--- src/rtl/gc_nch.sv ---
// N-channel good-completion tracker: per-lbuf DW accounting, round-robin gc update arbitration, done strobes.
// Optional coalesced interrupt (data_rdy) is built only when COL_IRQ_EN is defined.
module gc_nch #(
  parameter int NCH  = 4,
  parameter int CHW  = 2,
  parameter int HOLD = 64
) (
  input  logic            clk,
  input  logic            rst_n,
  input  logic [NCH-1:0]  rd_lbuf,
  input  logic [63:0]     lbuf_addr,
  input  logic [31:0]     lbuf_len,
  input  logic [NCH-1:0]  cpl_rcved,
  input  logic [9:0]      cpl_dws,
  output logic [63:0]     gc_addr,
  output logic [CHW-1:0]  gc_ch,
  output logic            gc_updt,
  input  logic            gc_updt_ack,
  output logic [NCH-1:0]  wt_lbuf,
  output logic [NCH-1:0]  cpl_err,
  output logic            data_rdy
);

  // Handshake: gc_updt/gc_ch/gc_addr hold steady until a cycle with gc_updt && gc_updt_ack;
  // gc_updt is low the cycle after that transfer.
  typedef enum logic [1:0] {ST_IDLE, ST_ARMED, ST_REQ, ST_GNT} st_e;

  localparam logic [CHW:0]   NCH_W  = (CHW+1)'(NCH);
  localparam logic [CHW-1:0] CH_MAX = CHW'(NCH-1);

  st_e         st_q   [NCH];
  st_e         st_d   [NCH];
  logic [63:0] addr_q [NCH];
  logic [63:0] addr_d [NCH];
  logic [30:0] tgt_q  [NCH];
  logic [30:0] tgt_d  [NCH];
  logic [30:0] cnt_q  [NCH];
  logic [30:0] cnt_d  [NCH];
  logic [NCH-1:0] err_q, err_d, wt_q, wt_d;
  logic           gc_updt_q, gc_updt_d;
  logic [CHW-1:0] gc_ch_q, gc_ch_d, rr_q, rr_d;
  logic [63:0]    gc_addr_q, gc_addr_d;

  logic           rd_hit, cpl_hit, arb_hit;
  logic [CHW-1:0] rd_idx, cpl_idx, arb_idx;
  logic [CHW:0]   arb_sum;
  logic [30:0]    dws_ext, add, sat;
  logic [31:0]    sum;

  // Lowest set bit wins on both one-hot pulse buses.
  always_comb begin
    rd_hit  = 1'b0;
    rd_idx  = '0;
    cpl_hit = 1'b0;
    cpl_idx = '0;
    for (int i = NCH-1; i >= 0; i--) begin
      if (rd_lbuf[i]) begin
        rd_hit = 1'b1;
        rd_idx = CHW'(i);
      end
      if (cpl_rcved[i]) begin
        cpl_hit = 1'b1;
        cpl_idx = CHW'(i);
      end
    end
  end

  // First requesting channel at or after the round-robin pointer.
  always_comb begin
    arb_hit = 1'b0;
    arb_idx = '0;
    arb_sum = '0;
    for (int k = NCH-1; k >= 0; k--) begin
      arb_sum = {1'b0, rr_q} + (CHW+1)'(k);
      if (arb_sum >= NCH_W) arb_sum = arb_sum - NCH_W;
      if (st_q[arb_sum[CHW-1:0]] == ST_REQ) begin
        arb_hit = 1'b1;
        arb_idx = arb_sum[CHW-1:0];
      end
    end
  end

  assign dws_ext = (cpl_dws == 10'd0) ? 31'd1024 : {21'd0, cpl_dws};

  always_comb begin
    err_d = err_q;
    wt_d  = '0;
    add   = '0;
    sum   = '0;
    sat   = '0;
    for (int i = 0; i < NCH; i++) begin
      st_d[i]   = st_q[i];
      addr_d[i] = addr_q[i];
      tgt_d[i]  = tgt_q[i];
      cnt_d[i]  = cnt_q[i];
      case (st_q[i])
        ST_IDLE: begin
          if (rd_hit && rd_idx == CHW'(i)) begin
            st_d[i]   = ST_ARMED;
            addr_d[i] = lbuf_addr;
            tgt_d[i]  = {1'b0, lbuf_len[31:2]} + {30'd0, |lbuf_len[1:0]};
            cnt_d[i]  = '0;
          end
          if (cpl_hit && cpl_idx == CHW'(i)) err_d[i] = 1'b1;
        end
        ST_ARMED: begin
          // A zero-length lbuf falls straight through to REQ since cnt is already 0.
          add = (cpl_hit && cpl_idx == CHW'(i)) ? dws_ext : 31'd0;
          sum = {1'b0, cnt_q[i]} + {1'b0, add};
          sat = sum[31] ? '1 : sum[30:0];
          cnt_d[i] = sat;
          if (sat >= tgt_q[i]) st_d[i] = ST_REQ;
          if (sat > tgt_q[i]) err_d[i] = 1'b1;
        end
        ST_REQ: begin
          if (cpl_hit && cpl_idx == CHW'(i)) err_d[i] = 1'b1;
          if (!gc_updt_q && arb_hit && arb_idx == CHW'(i)) st_d[i] = ST_GNT;
        end
        default: begin
          if (cpl_hit && cpl_idx == CHW'(i)) err_d[i] = 1'b1;
          if (gc_updt_ack) begin
            st_d[i] = ST_IDLE;
            wt_d[i] = 1'b1;
          end
        end
      endcase
    end
  end

  always_comb begin
    gc_updt_d = gc_updt_q;
    gc_ch_d   = gc_ch_q;
    gc_addr_d = gc_addr_q;
    rr_d      = rr_q;
    if (gc_updt_q) begin
      if (gc_updt_ack) begin
        gc_updt_d = 1'b0;
        rr_d      = (gc_ch_q == CH_MAX) ? '0 : gc_ch_q + 1'b1;
      end
    end else if (arb_hit) begin
      gc_updt_d = 1'b1;
      gc_ch_d   = arb_idx;
      gc_addr_d = addr_q[arb_idx];
    end
  end

  always_ff @(posedge clk or negedge rst_n) begin
    if (!rst_n) begin
      for (int i = 0; i < NCH; i++) begin
        st_q[i]   <= ST_IDLE;
        addr_q[i] <= '0;
        tgt_q[i]  <= '0;
        cnt_q[i]  <= '0;
      end
      err_q     <= '0;
      wt_q      <= '0;
      gc_updt_q <= 1'b0;
      gc_ch_q   <= '0;
      gc_addr_q <= '0;
      rr_q      <= '0;
    end else begin
      for (int i = 0; i < NCH; i++) begin
        st_q[i]   <= st_d[i];
        addr_q[i] <= addr_d[i];
        tgt_q[i]  <= tgt_d[i];
        cnt_q[i]  <= cnt_d[i];
      end
      err_q     <= err_d;
      wt_q      <= wt_d;
      gc_updt_q <= gc_updt_d;
      gc_ch_q   <= gc_ch_d;
      gc_addr_q <= gc_addr_d;
      rr_q      <= rr_d;
    end
  end

  assign gc_updt = gc_updt_q;
  assign gc_ch   = gc_ch_q;
  assign gc_addr = gc_addr_q;
  assign wt_lbuf = wt_q;
  assign cpl_err = err_q;

`ifdef COL_IRQ_EN
  localparam int HW = $clog2(HOLD + 1);

  logic          pend_q, pend_d, data_rdy_q, fire;
  logic [HW-1:0] hold_q, hold_d;

  // Closes arriving while the hold counter runs merge into one later pulse.
  always_comb begin
    fire   = pend_q && (hold_q == '0);
    pend_d = (pend_q && !fire) || (|wt_q);
    hold_d = fire ? HW'(HOLD) : ((hold_q != '0) ? hold_q - 1'b1 : hold_q);
  end

  always_ff @(posedge clk or negedge rst_n) begin
    if (!rst_n) begin
      pend_q     <= 1'b0;
      hold_q     <= '0;
      data_rdy_q <= 1'b0;
    end else begin
      pend_q     <= pend_d;
      hold_q     <= hold_d;
      data_rdy_q <= fire;
    end
  end

  assign data_rdy = data_rdy_q;
`else
  // Constant 0; HOLD only matters when coalescing is built.
  assign data_rdy = (HOLD < 0);
`endif

endmodule

--- config.mk ---
export PLATFORM = sky130hd
export DESIGN_NAME = gc_nch
export DESIGN_NICKNAME = d
export VERILOG_FILES = /design/src/rtl/gc_nch.sv
export SDC_FILE = /design/constraint.sdc
export NUM_CORES = 1
export LEC_CHECK = 0
export BUFFER_PORTS_ARGS = -buffer_cell sky130_fd_sc_hd__clkbuf_2
export CAP_MARGIN = 10
export CELL_PAD_IN_SITES_DETAIL_PLACEMENT = 1
export CELL_PAD_IN_SITES_GLOBAL_PLACEMENT = 2
export CORE_UTILIZATION = 35
export CTS_CLUSTER_DIAMETER = 80
export DETAILED_ROUTE_END_ITERATION = 16
export PLACE_DENSITY_LB_ADDON = 0.15
export SKIP_CTS_REPAIR_TIMING = 1
export SYNTH_ARGS = -nofsm -noshare
export SYNTH_HDL_FRONTEND = slang
export SYNTH_SLANG_ARGS = --single-unit
--- constraint.sdc ---
create_clock -name clk -period 7.65 [get_ports clk]
set_input_delay 1.1475 -clock clk [delete_from_list [all_inputs] [get_ports clk]]
set_output_delay 1.1475 -clock clk [all_outputs]
set_load 0.01 [all_outputs]
======== After elaboration in Yosys (flattened, before gate mapping) ========
Cells that the tools add are included.
cells by class
  add/sub/neg operators ................... 13
  magnitude comparators ................... 17
  equality and inequality tests ........... 38
  muxes and demuxes ....................... 98
  bitwise logic cells ..................... 6
  reductions and logical operators ........ 57
operators by type and width
  kind                                                                    number
  31-bit 2-to-1 mux                                                       8
  31-bit one-hot mux with 2 select lines                                  4
  31-bit by 11-bit adder with 32-bit output                               4
  64-bit binary-select mux with 2-bit select                              1
  64-bit 2-to-1 mux                                                       2
  31-bit >= comparator                                                    4
  31-bit > comparator                                                     4
  2-bit 2-to-1 mux                                                        38
  11-bit 2-to-1 mux                                                       5
  1-bit 2-to-1 mux                                                        32
  2-bit != test (second input constant)                                   16
  30-bit by 1-bit adder with 31-bit output                                1
  2-bit equality test (second input constant)                             15
  2-bit AND reduction                                                     14
  3-bit >= comparator (second input constant)                             8
  2-bit one-hot mux with 3 select lines                                   4
  2-bit binary-select mux with 2-bit select                               4
  4-bit AND reduction                                                     4
  2-bit nonzero test                                                      8
  4-bit nonzero test                                                      4
  2-bit NOT with 3-bit output                                             5
  2-bit by 1-bit equality test with 1-bit output (second input constant)  7
  2-bit logical NOT                                                       7
  1-bit logical AND                                                       13
  10 further kinds                                                        17
storage, ports and cells
  bits in registers ....................... 589
  input bits .............................. 117
  output and inout bits ................... 76
  logic and storage cells ................. 254

======== Logic depth before layout (Yosys ltp) ========
Gate-level depths: netlist (run 1).
  depth in word-level cells ............... 16
  mapped depth ............................ 22
  gate-level depth less buffers ........... 20

======== Worst setup path before layout (run 1) ========
Ideal clock, no wire load.
  kind .................................... input to register
  from .................................... input cpl_rcved[0]
  to ...................................... register st_q[3] (netlist name)
  library setup time ...................... 125 ps
  arrival ................................. 5,482 ps
  data required time ...................... 7,525 ps
  setup slack ............................. 2,043 ps
  stages .................................. 19
  path buffers ............................ 1
  cells stage by stage .................... nor3b_1 -> clkbuf_1 -> and2_1 -> ha_1 -> inv_1 -> fa_1 -> nor2b_1 -> o31ai_1 -> a211oi_1 -> o211ai_1 -> o31a_1 -> or3_1 -> ha_1 -> nand4_1 -> nor4_1 -> a21boi_0 -> nor3_1 -> a211o_1 -> mux2_2
between the ends
  longest elaborated chain between the ends .. 9
  elaborated cells between the ends (all ways) .. 10
  those cells by class .................... 1 x add/sub; 1 x order compare; 2 x eq/ne; 4 x mux; 2 x reduce/logical
ends and longest elaborated chain
  element                                      RTL line  RTL
  start, declared                              13        input logic [NCH-1:0] cpl_rcved,
  2-bit 2-to-1 mux                             61        if (cpl_rcved[i]) begin
  2-bit equality test                          108       add = (cpl_hit && cpl_idx == CHW'(i)) ? dws_ext : 31'd0;
  1-bit logical AND *                          108
  11-bit 2-to-1 mux *                          108
  31-bit by 11-bit adder with 32-bit output *  109       sum = {1'b0, cnt_q[i]} + {1'b0, add};
  31-bit 2-to-1 mux *                          110       sat = sum[31] ? '1 : sum[30:0];
  31-bit >= comparator *                       112       if (sat >= tgt_q[i]) st_d[i] = ST_REQ;
  2-bit != test (no source line) *             -
  4-bit AND reduction (no source line) *       -
  end signal, assigned by index                163       st_q[i] <= st_d[i];
  end, declared                                31        st_e st_q [NCH];
Every way passes the cells marked *; elsewhere a longest branch is shown, timed or not.
A chain may end at the register's enable or synchronous reset.

======== Worst setup path after layout (run 1) ========
Same ends and word-level chain as after synthesis.

==> summary.txt, run 1 <==
status - finished, final reports clean
Post-Layout Cell Count - 5,123
Layout Nets - 4,115
final hold vios - 0
area leader, netlist - dfrtp_1
TritonRoute pass-1 iters - 5
VDD IR max - 0.259 mV
vias - 27,100
largest net degree at the start of global routing - 152
starting density of the core - 0.354
Crit Path Class - in -> reg
initial antenna violation count - 17
Rows - 112
WL final - 109,000 um
H-tree Lvls - 3
Worst Skew - 30.3 ps
RSZ-0062 raised after global routing - no
final clock period utilization by the worst path - 0.812
Avg Cell Area, Syn - 8.99 um^2
root buffer cell - clkbuf_16
Longest Clk Path Bufs - 3
Die Footprint - 96,000 um^2
number of global-route vias before repair - 28,400
worst path arrival time - 6700 ps
Max Fclk - 0.161 GHz
Main synth FF type - dfrtp_1
Seq/Total Area, Yosys - 0.444
initial drt markers - 1,309
HPWL Detailed - 73,900 um
GRT overflow - 0
cell area after synthesis - 33,200 um^2
synth top area cells - dfrtp_1, nand2_1, ha_1
Clk Latency, worst-skew pair - 640 ps
critical path peak fanout - 16
synth warn - 0
CP Capture Type - flop
Area Growth Syn to Fin - 14.5%
post-route ant nets - 0
Cell Area, Placed - 35,300 um^2
first-pass GRT wire length - 170,000 um
CTS tree - yes
Die Y - 310 um
core area - 93,600 um^2
Least-Margin Pin Slew - 1240 ps
Max-Cap Viols - 0
number of synthesized flops with an enable pin - 0
clock sinks - 589
die outline width - 310 um
vias per cell - 5.29
ys async rst share - 1.00
post-route DRC violation count - 0
Mapped Cells - 3,688
static leakage - 18.2 nW
Tot Pwr - 14.9 mW
io pins - 193
relative slew slack - 0.168
total negative setup slack - 0 ps
Wirelength per Cell - 21.2 um
Yosys reg bits - 589
Port Buffers - 191
Critical Path RT - 8140 ps
endpoints failing setup - 0
layout cells sized above 1 - 0.156
Placer Congestion - 0.820
total CTS buffers - 76
dpl cells - 4,983
Syn Nets - 3,996
clock-pin slew on the worst setup and hold paths - 50 ps
Global Route Usage Sum - 0.230
Startpoint Class - input port
Yosys top cell area share - 0.444
final max-slew violation count - 0
power density cells - 393 nW/um^2
Finished Cell Area - 38,000 um^2
post-synth cell types - 88
HP Class - reg -> reg
Period minus WS final - 6210 ps
-- worst max-delay path, cell delays in order --
cell and delay (ps):
clkbuf_2 290, nor3b_1 300, buf_4 210, and2_1 190, ha_1 180, inv_1 50, fa_1 380, nor2b_1 190
o31ai_1 150, a211oi_1 560, o211ai_1 370, o31a_1 320, or3_1 310, ha_1 310, nand4_1 170, nor4_1 530
a21boi_0 330, nor3_1 110, a211o_1 310, mux2_2 280
-- through the flow --
stage | hold WS, ps | utilization | setup slack, ps
finish | 473 | 0.406 | 1440
CTS | 477 | 0.406 | 1450
global placement | 458 | 0.377 | 1030
global route | 496 | 0.406 | 1010
detailed placement | 462 | 0.377 | 859
floorplan | 446 | - | 2040
-- sequential cells by signal, indices dropped and copies added (netlist names) --
name / cells
addr_q: 256
gc_addr: 64
tgt_q: 124
cnt_q: 124
wt_lbuf: 4
st_q: 8
gc_ch: 2
rr_q: 2
gc_updt: 1
cpl_err: 4
-- metal layers --
layer / vias up / wire length [um] / track usage
met5: - / 218 / 0
met4: 32 / 2780 / 0.0668
met3: 170 / 5840 / 0.0540
met2: 413 / 48700 / 0.368
met1: 13500 / 51100 / 0.308
li1: 13000 / - / -
-- cells in the final DEF, fill, tap and decap left out, types with 11 or more instances in the layout --
master,Yosys,final
nor2b_1,23,23
o21a_1,30,30
or3_1,12,12
o31ai_1,13,13
and2_1,48,48
inv_1,183,183
a41oi_1,11,11
a22o_1,49,49
clkbuf_8,0,20
a211oi_1,21,21
ha_1,187,187
nor2_1,97,97
nand2_1,897,895
nor3_1,27,27
clkbuf_1,134,15
xnor2_1,47,47
mux2_2,207,207
nand4_1,39,39
o21ai_0,379,376
and4_1,15,15
nand3_1,138,137
a21o_1,50,50
clkbuf_2,2,190
buf_4,2,34
nor4_1,20,20
and3_1,30,29
xor2_1,44,44
clkbuf_16,0,77
a21oi_1,138,137
a31oi_1,18,18
dfrtp_1,589,589
nand2b_1,16,15
o41ai_1,11,11
-- path summary, 6_finish.rpt --
path                         startpoint          end  slack (ps)  cells after the start
max                        cpl_rcved[0]      st_q[3]        1440                     20
max reg2reg                   cnt_q[93]      st_q[7]        2430                     18
min                          addr_q[77]   addr_q[77]         470                      2
max in group asynchronous         rst_n  addr_q[202]        5600                      2
min in group asynchronous         rst_n    cnt_q[41]         550                      1
min reg2reg                  addr_q[77]   addr_q[77]         470                      2
-- synthesized netlist by cell type (all sizes together), types with 9 or more instances --
| cell type | instances |
|---|---|
| nand2 | 898 |
| dfrtp | 589 |
| o21ai | 388 |
| mux2 | 207 |
| ha | 187 |
| inv | 183 |
| nand3 | 139 |
| a21oi | 138 |
| clkbuf | 136 |
| nor2 | 99 |
| buf | 52 |
| a21o | 50 |
| a22o | 49 |
| and2 | 49 |
| xnor2 | 47 |
| xor2 | 44 |
| nand4 | 39 |
| and3 | 30 |
| o21a | 30 |
| nor3 | 29 |
| a211oi | 25 |
| nor2b | 23 |
| nor4 | 20 |
| a31oi | 18 |
| nand2b | 17 |
| and4 | 16 |
| or3 | 14 |
| o31ai | 13 |
| a41oi | 11 |
| o211ai | 11 |
| o41ai | 11 |
| a21boi | 10 |
| o22ai | 9 |
| o2bb2ai | 9 |
-- cell type report --
class                   instances  area (um^2)
fillers                     10900        55600
multi-input cells            2728        17000
flip-flops and latches        589        14700
clock buffers                 112         2260
well taps                    1254         1570
repair buffers                229         1300
inverters                     183          687
clock inverters                26          387
diodes                          2         5.00
-- power by group --
group	switching [mW]	internal [mW]
sequential	0.704	4.39
combinational	3.81	2.22
clock	1.49	2.30
-- cell families after synthesis --
kind of cell | count (synthesis) | share of synthesized area
mux | 213 | 0.0721
other cells | 1 | 0.000113
xor+xnor | 91 | 0.0240
buf+inv | 371 | 0.0442
fa+ha+maj | 191 | 0.0729
flops | 589 | 0.444
compound gates | 833 | 0.156
simple gates | 1399 | 0.186
No activity file was read; power rests on OpenSTA's default activity.
==> run 2: changes to the inputs <==
==> constraint.sdc (replaced) <==
create_clock -name clk -period 5 [get_ports clk]
set_input_delay 0.75 -clock clk [delete_from_list [all_inputs] [get_ports clk]]
set_output_delay 0.75 -clock clk [all_outputs]
set_load 0.01 [all_outputs]
==> summary.txt, run 2 (synthesized netlist as in run 1, its figures left out) <==
final max-slew violation count - 0 (unchanged)
Global Route Usage Sum - 0.233 (+0.00332)
FF-to-FF Start - cnt_q[107]
power density cells - 583 nW/um^2 (+48%)
Die Y - 310 um (unchanged)
endpoints failing setup - 0 (unchanged)
Port Buffers - 191 (unchanged)
post-route ant nets - 0 (unchanged)
Rows - 112 (unchanged)
Worst setup endpoint - st_q[7]
status - finished, final reports clean
root buffer cell - clkbuf_16
CTS tree - yes
Clk Latency, worst-skew pair - 660 ps (+20 ps)
vias - 28,200 (+4.1%)
post-route DRC violation count - 0 (unchanged)
final clock period utilization by the worst path - 0.957
H-tree Lvls - 3 (unchanged)
starting density of the core - 0.354 (unchanged)
Period minus WS final - 4780 ps
CP Capture Type - flop
VDD IR max - 0.438 mV (+69%)
HPWL Detailed - 76,100 um (+3.1%)
Wirelength per Cell - 20.3 um (-4.1%)
final hold vios - 0 (unchanged)
Worst Skew - 28.9 ps (-1.44 ps)
Placer Congestion - 0.825 (+0.55%)
worst path arrival time - 5300 ps (-1400 ps)
most frequent cells in the layout - nand2_1, dfrtp_1, o21ai_0, buf_4, mux2_2
clock-pin slew on the worst setup and hold paths - 60 ps (about the same)
Longest Clk Path Bufs - 3 (unchanged)
reg2reg setup slack - 380 ps (-2050 ps)
critical path peak fanout - 14 (-2)
total CTS buffers - 76 (unchanged)
Comb pwr share - 0.423 (+0.019)
Startpoint Class - input port
total negative setup slack - 0 ps (unchanged)
die outline width - 310 um (unchanged)
Max-Cap Viols - 0 (unchanged)
clock sinks - 589 (unchanged)
GRT overflow - 0 (unchanged)
vias per cell - 5.20 (-1.8%)
static leakage - 19.8 nW (+8.6%)
Reg-to-Reg End - st_q[7]
WL final - 110,000 um (+1.6%)
core area - 93,600 um^2 (unchanged)
max FFs per register - 256 (unchanged)
Finished Cell Area - 40,600 um^2 (+6.9%)
initial drt markers - 1,291 (-1.4%)
Largest Register - addr_q
relative slew slack - 0.249 (+0.0803)
R2R depth - 16 (-2)
largest net degree at the start of global routing - 117 (-23%)
switching share of power - 0.399 (-0.00341)
sequential power share - 0.330 (-0.012)
worst setup path start - cpl_rcved[0]
Crit Path Class - in -> reg
TritonRoute pass-1 iters - 5 (unchanged)
initial antenna violation count - 12 (-5)
first-pass GRT wire length - 174,000 um (+2.1%)
pre-CTS WS - -904 ps (-1760 ps)
Die Footprint - 96,000 um^2 (unchanged)
largest registers - addr_q (256), cnt_q (124), tgt_q (124)
Area Growth Syn to Fin - 22.5%
Clk pwr share - 0.247 (-0.007)
HP Class - in -> async
layout cells sized above 1 - 0.225 (+0.0693)
Layout Nets - 4,414 (+7.3%)
Cell Area, Placed - 37,700 um^2 (+6.6%)
Sw Pwr - 9.45 mW (+57%)
Pint - 14.2 mW (+60%)
Critical Path RT - 5510 ps (-2630 ps)
io pins - 193 (unchanged)
worst setup margin - 217 ps (-1220 ps)
Least-Margin Pin Slew - 1130 ps (-111 ps)
most common cell after layout, fill and taps aside - nand2_1
number of global-route vias before repair - 29,600 (+4.3%)
final core utilization - 0.434 (+0.0282)
Max Fclk - 0.209 GHz
==> run 2: layer usage <==
layer / share of wire / track usage / vias up
met1: 0.47 / 0.320 / 14000
li1: - / - / 13600
met3: 0.051 / 0.0462 / 153
met4: 0.019 / 0.0599 / 18
met5: 0.0010 / 0 / -
met2: 0.46 / 0.375 / 453
==> run 2: cell type report <==
class                   instances  area (um^2)
inverters                     183          687
fillers                     11000        53000
clock buffers                 115         2280
diodes                          3         7.51
clock inverters                26          395
well taps                    1254         1570
flip-flops and latches        589        14700
repair buffers                528         3670
multi-input cells            2728        17300
==> run 2: worst max-delay path, stage by stage <==
cell      delay (ps)
clkbuf_2         150
buf_6            190
and2_1           140
ha_1             200
inv_1             70
fa_1             400
nor2b_1          130
o21ai_1          120
a211oi_1         280
buf_4            170
o41ai_2           70
buf_4            140
nand2_1           90
and4_1           190
nor2_1            50
ha_1             290
and4_1           220
nand4_1          150
nor4_2           360
o21ai_0          180
nor4b_1          170
buf_4            150
a31oi_1          250
mux2_2           370
==> run 2: worst min-delay path by stage <==
stage	from	to	slack, ps	cells after the start
floorplan	rst_n	addr_q[0]	450	0
CTS	rst_n	cnt_q[60]	100	1
finish	rst_n	cnt_q[67]	110	1
global placement	addr_q[86]	addr_q[86]	460	2
global route	rst_n	cnt_q[67]	140	1
detailed placement	addr_q[102]	addr_q[102]	460	2
==> run 2: per-stage QoR <==
stage,hold slack [ps],cells,power [mW]
2_1_floorplan,446,3688,14.0
5_1_grt,135,5424,25.7
3_3_place_gp,458,5275,17.7
3_5_place_dp,463,5275,18.0
6_report,112,5426,23.7
4_1_cts,104,5416,24.0
==> run 2: power groups by stage <==
stage                     Combinational [mW]  Clock [mW]  Sequential [mW]
after floorplan                         6.39           0             7.66
after global placement                  9.90           0             7.83
after detailed placement                10.1           0             7.90
after CTS                               10.1        6.04             7.84
after global routing                    11.4        6.20             8.08
final                                   10.0        5.84             7.82
